`src/rtl/instr_fetch.sv`:
```
// rtl/instr_fetch.sv - instruction fetch stage: PC ownership, credit-limited imem reads, redirect flush
// Responses land in a small FIFO; after a redirect the stale in-flight responses are counted off in FLUSH.
module instr_fetch #(
  parameter logic [31:0] RESET_PC  = 32'h0000_0000,
  parameter int          BUF_DEPTH = 2
) (
  input  logic        clk_i,
  input  logic        rst_i,
  output logic        imem_req_o,
  output logic [31:0] imem_addr_o,
  input  logic        imem_gnt_i,
  input  logic        imem_rvalid_i,
  input  logic [31:0] imem_rdata_i,
  input  logic        redirect_i,
  input  logic [31:0] redirect_pc_i,
  output logic        instr_valid_o,
  input  logic        instr_ready_i,
  output logic [31:0] instruction_o,
  output logic [31:0] pc_o,
  output logic        misalign_o
);

  localparam int PW = (BUF_DEPTH > 1) ? $clog2(BUF_DEPTH) : 1;
  localparam int CW = PW + 1;

  typedef enum logic [1:0] {S_BOOT, S_FETCH, S_FLUSH} state_t;

  state_t          r_state;
  logic [31:0]     r_fetch_pc;
  logic [31:0]     r_resp_pc;
  logic [31:0]     r_buf_instr [BUF_DEPTH];
  logic [31:0]     r_buf_pc    [BUF_DEPTH];
  logic [PW-1:0]   r_wr_ptr;
  logic [PW-1:0]   r_rd_ptr;
  logic [CW-1:0]   r_count;
  logic [CW-1:0]   r_outstanding;
  logic [CW-1:0]   r_discard;
  logic            r_misalign;

  logic            w_redirect;
  logic [31:0]     w_target;
  logic            w_credit;
  logic            w_issue;
  logic            w_take;
  logic            w_drop;
  logic            w_push;
  logic            w_pop;
  logic [CW-1:0]   w_inflight;
  logic [CW-1:0]   w_discard_nxt;

  assign w_redirect    = redirect_i & (r_state != S_BOOT);
  assign w_target      = {redirect_pc_i[31:2], 2'b00};
  assign w_credit      = ({1'b0, r_outstanding} + {1'b0, r_count}) < (CW+1)'(BUF_DEPTH);
  assign imem_req_o    = (r_state == S_FETCH) & ~redirect_i & w_credit;
  assign imem_addr_o   = r_fetch_pc;
  assign w_issue       = imem_req_o & imem_gnt_i;
  // An rvalid with nothing outstanding is a protocol error and is ignored.
  assign w_take        = imem_rvalid_i & (r_discard == '0) & (r_outstanding != '0);
  assign w_drop        = imem_rvalid_i & (r_state == S_FLUSH) & (r_discard != '0);
  assign w_push        = w_take & ~w_redirect;
  assign w_pop         = instr_valid_o & instr_ready_i;
  assign w_inflight    = r_outstanding - CW'(w_take);
  assign w_discard_nxt = r_discard - CW'(w_drop);

  assign instr_valid_o = (r_count != '0);
  assign instruction_o = r_buf_instr[r_rd_ptr];
  assign pc_o          = r_buf_pc[r_rd_ptr];
  assign misalign_o    = r_misalign;

  always_ff @(posedge clk_i or posedge rst_i) begin
    if (rst_i) begin
      r_state       <= S_BOOT;
      r_fetch_pc    <= RESET_PC;
      r_resp_pc     <= RESET_PC;
      r_wr_ptr      <= '0;
      r_rd_ptr      <= '0;
      r_count       <= '0;
      r_outstanding <= '0;
      r_discard     <= '0;
      r_misalign    <= 1'b0;
      for (int i = 0; i < BUF_DEPTH; i++) begin
        r_buf_instr[i] <= '0;
        r_buf_pc[i]    <= '0;
      end
    end else begin
      r_misalign <= w_redirect & (redirect_pc_i[1:0] != 2'b00);
      case (r_state)
        S_BOOT: r_state <= S_FETCH;
        S_FETCH: begin
          if (w_redirect) begin
            r_fetch_pc    <= w_target;
            r_resp_pc     <= w_target;
            r_discard     <= w_inflight;
            r_outstanding <= '0;
            r_count       <= '0;
            r_wr_ptr      <= '0;
            r_rd_ptr      <= '0;
            r_state       <= (w_inflight != '0) ? S_FLUSH : S_FETCH;
          end else begin
            if (w_issue) r_fetch_pc <= r_fetch_pc + 32'd4;
            if (w_push) begin
              r_buf_instr[r_wr_ptr] <= imem_rdata_i;
              r_buf_pc[r_wr_ptr]    <= r_resp_pc;
              r_resp_pc             <= r_resp_pc + 32'd4;
              r_wr_ptr              <= r_wr_ptr + PW'(1);
            end
            if (w_pop) r_rd_ptr <= r_rd_ptr + PW'(1);
            r_outstanding <= r_outstanding + CW'(w_issue) - CW'(w_take);
            r_count       <= r_count + CW'(w_push) - CW'(w_pop);
          end
        end
        S_FLUSH: begin
          // A second redirect only moves the target; the stale count is untouched.
          if (w_redirect) begin
            r_fetch_pc <= w_target;
            r_resp_pc  <= w_target;
          end
          r_discard <= w_discard_nxt;
          if (w_discard_nxt == '0) r_state <= S_FETCH;
        end
        default: r_state <= S_BOOT;
      endcase
    end
  end

endmodule

```
`config.mk`:
```
export PLATFORM = sky130hd
export DESIGN_NAME = instr_fetch
export DESIGN_NICKNAME = d
export VERILOG_FILES = /design/src/rtl/instr_fetch.sv
export SDC_FILE = /design/constraint.sdc
export NUM_CORES = 1
export LEC_CHECK = 0
export BUFFER_PORTS_ARGS = -buffer_cell sky130_fd_sc_hd__buf_4
export CORE_MARGIN = 2
export CORE_UTILIZATION = 60
export DETAILED_ROUTE_END_ITERATION = 12
export PLACE_DENSITY = 0.92
export SLEW_MARGIN = 20
export SYNTH_ARGS = -nofsm -noshare
export SYNTH_HDL_FRONTEND = slang
export SYNTH_SLANG_ARGS = --single-unit
export TNS_END_PERCENT = 10
```
`constraint.sdc`:
```
create_clock -name clk_i -period 9 [get_ports clk_i]
set_clock_uncertainty 0.05 [all_clocks]
set_input_delay 0.9 -clock clk_i [delete_from_list [all_inputs] [get_ports clk_i]]
set_output_delay 0.9 -clock clk_i [all_outputs]
set_load 0.02 [all_outputs]
```
==> flow_summary.ini, run 1 <==
[run_status]
status = finished, final reports clean

[synthesis]
synth.avg_cell_area_um2 = 11.2
ys_seq_area_share_pct = 48.7
synth_enable_flop_cells = 0
synth-seq-cells = 195
ys_types = 73
yosys-top-cells-area = dfrtp_1, mux2_2, a21oi_1
post-synth-top-count-cell = dfrtp_1
synth-async-reset-ratio_pct = 100
synth_top_cell_area_share_pct = 48.7
synthCells = 896
synth.largest_area_cell = dfrtp_1
synth_common_cells = dfrtp_1, mux2_2, nand2_1
synth.cell_area_mm2 = 0.0100
synth-main-ff-cell = dfrtp_1
yosysWarnings = 0

[place]
gp_congestion = 0.919
dpl.hpwl_um = 16000
portBuffers = 164
dp_slack_ns = 5.65

[die]
rows = 47
pin_count = 169
core_area_mm2 = 0.0165
dieArea_mm2 = 0.0178
die_width_um = 133
die_y_um = 133
start_util_pct = 60.9

[clock_network]
htreeDepth = 4
postCtsHoldBufs = 0
cts-resized-gates = 0
clk_latency_ns = 0.43
clock_sinks = 195
cts_max_path_buffers = 2
clk_pin_slew_ns = 0.07
cts_root_buffer = clkbuf_16
postCtsSetupBuffers = 0
tritoncts = done
numCtsBuffers = 17

[timing]
worst_pin_slew_ns = 0.930
fin_crit_sh_pct = 37.7
finalHoldViolations = 0
fin_crit_ns = 3.39
slew_headroom_pct = 37.5
tns_ns = 0
setup_viol = 0
worst_slack_ns = 5.61
fmax_mhz = 295
rsz0062_at_grt = no
maxSlewViolCount = 0

[drt]
wire_per_inst_um = 19.1
wl_um = 24000
wl_met2_um = 11200
highest_layer = met4
num_vias = 7873
drc = 0
drt_iter0_markers = 774
drtAntennaViolNets = 0
met1_length_um = 10200
wl_met3_um = 2160
vias_per_cell = 6.25
first_pass_iters = 5

[worst_setup_path]
crit_path_end_kind = register
arrival_ns = 3.66
crit_path_max_fanout = 62
worstSetupStartpoint = r_state[0]$_DFFE_PP0P_
startpoint_type = register
worstPathRequired_ns = 9.26
reg2reg_slack_ns = 5.61
crit_path_end = r_buf_pc[42]$_DFFE_PP0P_
r2r_end = r_buf_pc[42]$_DFFE_PP0P_
reg2reg_from = r_state[0]$_DFFE_PP0P_
path_class = register to register
r2r_cells = 7

[global_routing]
grt_overflow = 0
first_global_vias = 7700
grt_pass1_wl_um = 39000
track_usage_pct = 27.4
antenna_found_initial = 0
grt_max_degree = 117

[hold_path]
hold_path.class = register to register

[finish]
fill_cells = 1134
layout.nets = 1105
areaGrowthSynthToFinish_pct = 18.8
antenna_cells = 0
drive_gt1_share_pct = 39.0

[power_and_ir_drop]
peakVddDrop_mv = 0.200
power.leakage_nw = 5.27
powerDensity_mw_per_mm2 = 359

[job]
cap_violations = 0
## per-stage QoR
stage	total power [mW]	instance area, um^2	instances	utilization, %	hold slack [ns]
2_1_floorplan	2.81	10000	899	-	0.394
3_3_place_gp	3.43	11300	1227	68.7	0.406
3_5_place_dp	3.50	11300	1227	68.7	0.415
4_1_cts	4.28	11900	1259	72.3	0.431
5_1_grt	4.50	11900	1259	72.3	0.456
6_report	4.27	11900	1259	72.3	0.429
## where the power goes
part	leakage [nW]	total, mW	switching (mW)	internal [mW]
clock	0.292	0.767	0.349	0.418
sequential	2.39	1.56	0.345	1.22
combinational	2.59	1.94	1.02	0.924
total	5.27	4.27	1.71	2.56
## routing by layer
| metal | up-vias | GRT usage, % |
|---|---|---|
| met2 | 416 | 43.5 |
| met4 | 0 | 8.57 |
| met3 | 44 | 6.20 |
| met1 | 3835 | 37.7 |
| met5 | - | 0 |
| li1 | 3578 | - |
## placed cells by master (no fill, tap or decap), drive strengths merged, types with 3 or more instances in the layout
cell	count
and2	8
nand4	13
or2	5
and3	8
nor2b	7
a21oi	50
nor3	16
or3	4
xnor2	4
mux2	182
nor2	48
dfrtp	195
o211ai	3
mux2i	4
inv	21
o21ai	36
and4	3
ha	8
a2bb2oi	10
nand3	26
o221ai	5
clkbuf	17
o22a	16
a41oi	4
buf	173
a311oi	7
a211oi	8
nor4	7
conb	4
nand2	54
a31oi	24
nor3b	3
o22ai	14
clkinv	7
o21a	4
## worst min-delay path by stage
stage / startpoint / endpoint / slack, ns / cells after the start
5_1_grt: r_buf_pc[48]$_DFFE_PP0P_ / r_buf_pc[48]$_DFFE_PP0P_ / 0.46 / 1
2_1_floorplan: r_buf_pc[24]$_DFFE_PP0P_ / r_buf_pc[24]$_DFFE_PP0P_ / 0.39 / 2
6_report: r_buf_pc[29]$_DFFE_PP0P_ / r_buf_pc[29]$_DFFE_PP0P_ / 0.43 / 2
3_3_place_gp: r_buf_pc[24]$_DFFE_PP0P_ / r_buf_pc[24]$_DFFE_PP0P_ / 0.41 / 2
3_5_place_dp: r_buf_pc[29]$_DFFE_PP0P_ / r_buf_pc[29]$_DFFE_PP0P_ / 0.41 / 2
4_1_cts: r_buf_pc[29]$_DFFE_PP0P_ / r_buf_pc[29]$_DFFE_PP0P_ / 0.43 / 2
## flip-flops by register name, indices dropped and copies added (netlist names)
| name | count |
|---|---|
| r_rd_ptr | 1 |
| r_wr_ptr | 1 |
| r_buf_pc | 60 |
| r_count | 2 |
| r_discard | 2 |
| misalign_o | 1 |
| imem_addr_o | 30 |
| r_buf_instr | 64 |
| r_outstanding | 2 |
| r_state | 2 |
| r_resp_pc | 30 |
## critical path, stage by stage (launching register included)
cell and delay, ns:
dfrtp_1 0.70, nor2b_1 0.63, o21a_1 0.30, a21oi_2 0.04, buf_4 0.26, nor3_4 0.13
buf_4 0.65, mux2_2 0.43
## logic make-up after synthesis
family	after synthesis	synth area share [%]
other	1	0.0374
flip-flops	195	48.7
adder cells (fa/ha/maj)	9	1.20
buffers and inverters	81	3.86
XOR/XNOR	5	0.437
multiplexers	186	20.8
AO/OA/AOI/OAI	209	14.1
AND/OR/NAND/NOR	210	10.9
## layout make-up
class,count,area (um^2),area share [%]
sequential,195,4880,41.0
multi-input combinational,623,4790,40.2
timing repair buffer,173,1300,10.9
clock buffer,17,425,3.57
tap,220,275,2.31
clock inverter,15,174,1.46
inverter,16,67.6,0.567
Note: power is estimated with default switching activity, not from simulation.
==> inputs of run 2 (changes only) <==
--- a/config.mk
+++ b/config.mk
@@ -7,9 +7,9 @@
 export LEC_CHECK = 0
 export BUFFER_PORTS_ARGS = -buffer_cell sky130_fd_sc_hd__buf_4
 export CORE_MARGIN = 2
-export CORE_UTILIZATION = 60
+export CORE_UTILIZATION = 57
 export DETAILED_ROUTE_END_ITERATION = 12
-export PLACE_DENSITY = 0.92
+export PLACE_DENSITY = 0.89
 export SLEW_MARGIN = 20
 export SYNTH_ARGS = -nofsm -noshare
 export SYNTH_HDL_FRONTEND = slang
==> constraint.sdc (replaced) <==
create_clock -name clk_i -period 3.5 [get_ports clk_i]
set_clock_uncertainty 0.05 [all_clocks]
set_input_delay 0.35 -clock clk_i [delete_from_list [all_inputs] [get_ports clk_i]]
set_output_delay 0.35 -clock clk_i [all_outputs]
set_load 0.02 [all_outputs]
==> flow_summary.ini, run 2 (synthesis results as in run 1) <==
[run_status]
status = finished, final reports clean

[power_and_ir_drop]
power.leakage_nw = 5.30
clkPwrFrac_pct = 17.6
powerDensity_mw_per_mm2 = 919
swShare_pct = 40.0
switchingPower_mw = 4.41
seqPwrFrac_pct = 36.5
peakVddDrop_mv = 0.526
intPower_mw = 6.60
combPwrFrac_pct = 45.9

[die]
die_y_um = 137
core_area_mm2 = 0.0172
dieArea_mm2 = 0.0187
die_width_um = 137
rows = 48
pin_count = 169
start_util_pct = 58.2

[finish]
drive_gt1_share_pct = 39.4
seq_area_mm2 = 0.00488
multiInputGateArea_mm2 = 0.00479
final_common_cell = dfrtp_1
stdcell_count = 1272
post-route-util_pct = 69.5
largest_register_ffs = 64
largestRegisters = r_buf_instr: 64 flops, r_buf_pc: 60 flops
layout.nets = 1113
areaGrowthSynthToFinish_pct = 19.5
regMostFlops = r_buf_instr
antenna_cells = 0
layout_common_cells = dfrtp_1, buf_4, mux2_2
fill_cells = 1208

[worst_setup_path]
worstPathRequired_ns = 3.75
reg2reg_from = r_state[1]$_DFFE_PP0P_
cp_num_buf_inv = 1
path_class = register to register
critPathTopFamily = flip-flops
crit_path_max_fanout = 62
worstSetupStartpoint = r_state[1]$_DFFE_PP0P_
arrival_ns = 3.08
path_depth = 6
r2r_cells = 6
path_cells = nor2b_1 -> o21a_1 -> a21oi_2 -> nor3_4 -> buf_12 -> mux2_2
crit_path_end_kind = register
worst_path_max_delay_cell = dfrtp_1
crit_path_max_incr_delay_ns = 0.72
startpoint_type = register

[global_routing]
first_global_vias = 7671
grt_max_degree = 170
grt_overflow = 0
grt_pass1_wl_um = 39400
antenna_found_initial = 0
track_usage_pct = 26.7

[clock_network]
htreeDepth = 4
clk_latency_ns = 0.43
cts_root_buffer = clkbuf_16
clk_pin_slew_ns = 0.07
postCtsHoldBufs = 0
clock_sinks = 195
cts-resized-gates = 0
numCtsBuffers = 17
tritoncts = done
cts_max_path_buffers = 2
postCtsSetupBuffers = 0

[timing]
fin_crit_sh_pct = 80.7
maxSlewViolCount = 0
fin_crit_ns = 2.83
finalHoldViolations = 0
tns_ns = 0
rsz0062_at_grt = no
fmax_mhz = 354
worst_pin_slew_ns = 0.892
setup_viol = 0
slew_headroom_pct = 40.6

[job]
cap_violations = 0

[place]
portBuffers = 164
dpl.hpwl_um = 16700
placed_cells = 1240
gp_congestion = 0.895

[drt]
wire_per_inst_um = 19.2
drtAntennaViolNets = 0
first_pass_iters = 5
wl_um = 24500
vias_per_cell = 6.22
drc = 0
drt_iter0_markers = 990
num_vias = 7916

[hold_path]
hold_path.class = primary input to async pin
-- run 2: cell types whose count changed in the layout (fill, tap and decap cells not counted), sizes merged --
cell / previous run / this run
buf: 173 / 181
clkbuf: 17 / 18
clkinv: 7 / 6
clkinvlp: 1 / 2
inv: 21 / 20
-- run 2: worst min-delay path, stage by stage --
cell	delay, ns
buf_4	0.12
clkinvlp_4	0.08
buf_4	0.34
-- run 2: metal layers --
metal / track usage [%] / vias up / part of all wire, %
met2: 41.9 / 419 / 46
met4: 7.06 / 0 / 1.4
li1: - / 3592 / -
met1: 38.3 / 3869 / 43
met5: 0 / - / 0
met3: 5.00 / 36 / 9.9
-- run 2: area by class of cell --
type	count	share of cell area (%)
multi-input cells	623	40.0
inverters	16	0.533
clock buffers	18	3.58
well taps	225	2.35
repair buffers	181	11.6
flip-flops and latches	195	40.8
clock inverters	14	1.27
-- run 2: stage by stage --
step                      hold WS [ns]  power [mW]  worst slack [ns]  area, um^2
after floorplan                  0.394        7.23             0.582       10000
after global placement           0.405        8.89             0.788       11400
after detailed placement         0.420        9.06             0.730       11400
after CTS                     0.000726        11.0             0.704       12000
after global routing            0.0217        11.6             0.474       12000
final                          0.00124        11.0             0.674       12000
-- run 2: path summary, 6_finish.rpt --
check	slack (ns)	end
setup / recovery	0.67	r_buf_instr[55]$_DFFE_PP0P_
hold / removal	0.001	r_buf_instr[8]$_DFFE_PP0P_
setup reg to reg	0.67	r_buf_instr[55]$_DFFE_PP0P_
hold reg to reg	0.44	r_buf_pc[24]$_DFFE_PP0P_
max in group asynchronous	2.60	imem_addr_o[20]$_DFFE_PP0P_
min in group clk_i	0.09	misalign_o$_DFF_PP0_
-- run 2: power by group through the flow --
| stage | sequential [mW] | combinational, mW | clock [mW] |
|---|---|---|---|
| floorplan | 3.89 | 3.34 | 0 |
| global placement | 3.96 | 4.93 | 0 |
| detailed placement | 4.02 | 5.04 | 0 |
| CTS | 3.99 | 5.08 | 1.97 |
| global route | 4.14 | 5.43 | 2.08 |
| finish | 4.02 | 5.05 | 1.94 |
==> inputs of run 3 (changes only) <==
--- a/config.mk
+++ b/config.mk
@@ -5,11 +5,12 @@
 export SDC_FILE = /design/constraint.sdc
 export NUM_CORES = 1
 export LEC_CHECK = 0
+export ABC_AREA = 1
 export BUFFER_PORTS_ARGS = -buffer_cell sky130_fd_sc_hd__buf_4
 export CORE_MARGIN = 2
-export CORE_UTILIZATION = 57
+export CORE_UTILIZATION = 52
 export DETAILED_ROUTE_END_ITERATION = 12
-export PLACE_DENSITY = 0.89
+export PLACE_DENSITY = 0.85
 export SLEW_MARGIN = 20
 export SYNTH_ARGS = -nofsm -noshare
 export SYNTH_HDL_FRONTEND = slang
==> constraint.sdc (replaced) <==
create_clock -name clk_i -period 2.4 [get_ports clk_i]
set_clock_uncertainty 0.05 [all_clocks]
set_input_delay 0.24 -clock clk_i [delete_from_list [all_inputs] [get_ports clk_i]]
set_output_delay 0.24 -clock clk_i [all_outputs]
set_load 0.02 [all_outputs]
==> flow_summary.ini, run 3 <==
[timing]
hold_slack_ns = 0.0113
rsz0062_at_grt = no
setup_viol = 0
tns_ns = 0
fin_crit_ns = 2.23
slew_headroom_pct = 45.5
maxSlewViolCount = 0
finalHoldViolations = 0
fmax_mhz = 449
fin_crit_sh_pct = 92.8
worst_pin_slew_ns = 0.816

[worst_setup_path]
startpoint_type = register
arrival_ns = 2.51
crit_path_max_fanout = 4
crit_path_end_kind = register
path_class = register to register
worstPathRequired_ns = 2.68

[finish]
drive_gt1_share_pct = 14.8
areaGrowthSynthToFinish_pct = 20.1
layout.nets = 1713
layout_common_cells = nand2_1, dfrtp_1, buf_4
regMostFlops = r_buf_instr
largest_register_ffs = 64
stdcell_count = 1912
largestRegisters = r_buf_instr: 64 flops, r_buf_pc: 60 flops
antenna_cells = 0
final_common_cell = nand2_1

[power_and_ir_drop]
power.total_mw = 15.7
switchingPower_mw = 7.07
seqPwrFrac_pct = 36.0
power.leakage_nw = 6.66
combPwrFrac_pct = 45.5
powerDensity_mw_per_mm2 = 1250
peakVddDrop_mv = 0.595
swShare_pct = 45.0
intPower_mw = 8.65
clkPwrFrac_pct = 18.5

[drt]
drtAntennaViolNets = 0
wire_per_inst_um = 14.1
first_pass_iters = 5
wl_um = 26900
drc = 0
num_vias = 9884
drt_iter0_markers = 792
vias_per_cell = 5.17

[global_routing]
antenna_found_initial = 0
grt_max_degree = 125
grt_overflow = 0
first_global_vias = 9212
grt_pass1_wl_um = 44900
track_usage_pct = 25.7

[synthesis]
post-synth-top-count-cell = nand2_1
yosysWarnings = 0
synth_top_cell_area_share_pct = 46.6
synth.avg_cell_area_um2 = 7.01
synth.cell_area_mm2 = 0.0105
synth-async-reset-ratio_pct = 100
synth_enable_flop_cells = 0
ys_types = 35
synthCells = 1494
ys_seq_area_share_pct = 46.6
synth.largest_area_cell = dfrtp_1
synth-seq-cells = 195
yosys-top-cells-area = dfrtp_1, nand2_1, o21ai_0
synth-main-ff-cell = dfrtp_1
synth_common_cells = nand2_1, dfrtp_1, o21ai_0

[clock_network]
htreeDepth = 4
cts_root_buffer = clkbuf_16
clk_latency_ns = 0.44
postCtsSetupBuffers = 0
cts_max_path_buffers = 2
numCtsBuffers = 17
clk_pin_slew_ns = 0.08
tritoncts = done
clock_sinks = 195

[hold_path]
hold_path.class = primary input to register

[die]
die_width_um = 146
rows = 51
dieArea_mm2 = 0.0213
core_area_mm2 = 0.0196
start_util_pct = 53.4
pin_count = 169
die_y_um = 146

[run_status]
status = finished, final reports clean

[place]
portBuffers = 164
gp_congestion = 0.916
placed_cells = 1879
dpl.hpwl_um = 18800

[job]
cap_violations = 0
==> run 3: path summary, 6_finish.rpt <==
path,to,start,slack (ns),cells after the start
max,r_outstanding[1]$_DFFE_PP0N_,r_count[0]$_DFFE_PP0N_,0.17,10
min,r_buf_instr[5]$_DFFE_PP0P_,imem_rdata_i[5],0.01,3
max reg2reg,r_outstanding[1]$_DFFE_PP0N_,r_count[0]$_DFFE_PP0N_,0.17,10
min reg2reg,r_buf_instr[37]$_DFFE_PP0P_,r_buf_instr[37]$_DFFE_PP0P_,0.44,2
max in group asynchronous,r_buf_pc[13]$_DFFE_PP0P_,rst_i,1.01,4
min in group asynchronous,r_buf_instr[44]$_DFFE_PP0P_,rst_i,0.46,3
==> run 3: metal layers <==
layer	part of all wire, %	vias up	wire (um)	GRT usage [%]
met4	2.5	0	677	8.24
met1	46	4559	12400	37.6
met3	6.2	45	1670	3.98
met5	0	-	0	0
li1	-	4922	-	-
met2	45	358	12200	39.6
==> run 3: logic make-up after synthesis <==
logic type,Yosys count,share of synthesized area [%]
simple gates,886,33.9
buf+inv,198,7.82
flops,195,46.6
compound gates,190,9.18
xor+xnor,14,1.17
fa+ha+maj,9,1.15
other cells,1,0.0358
mux,1,0.108
==> run 3: metrics by stage <==
stage          cell area, um^2  worst slack [ns]  utilization (%)
6_report                 12600             0.172             64.2
5_1_grt                  12600           0.00242             64.2
4_1_cts                  12600             0.170             64.2
3_5_place_dp             12000             0.187             61.0
3_3_place_gp             12000             0.324             61.0
2_1_floorplan            10500            -0.408                -
==> run 3: area by class of cell <==
class	count	area [um^2]
Clock buffer	18	439
Clock inverter	14	163
Fill cell	1755	7020
Inverter	135	512
Multi-Input combinational cell	1104	4800
Sequential cell	195	4880
Tap cell	265	332
Timing Repair Buffer	181	1450
==> run 3: power by group through the flow <==
stage,Combinational [mW],Sequential [mW],Clock [mW]
2_1_floorplan,4.53,5.68,0
3_3_place_gp,6.94,5.63,0
3_5_place_dp,7.13,5.67,0
4_1_cts,7.18,5.63,2.94
5_1_grt,8.02,5.84,3.10
6_report,7.16,5.66,2.90
==> run 3: critical path, cell delays in order (launching register included) <==
cell     delay, ns
dfrtp_1       0.41
nand2_1       0.07
inv_1         0.04
fa_1          0.46
nor2_1        0.19
nand3_2       0.12
ha_1          0.31
inv_1         0.04
ha_1          0.18
xor2_1        0.15
o22ai_1       0.08
==> run 3: repair_timing <==
| action | in CTS | in global routing |
|---|---|---|
| setup endpoints to repair | 0 | 1 |
| hold endpoints to repair | 27 | 0 |
| hold buffers | 1 | 0 |
| resized for setup | 0 | 1 |
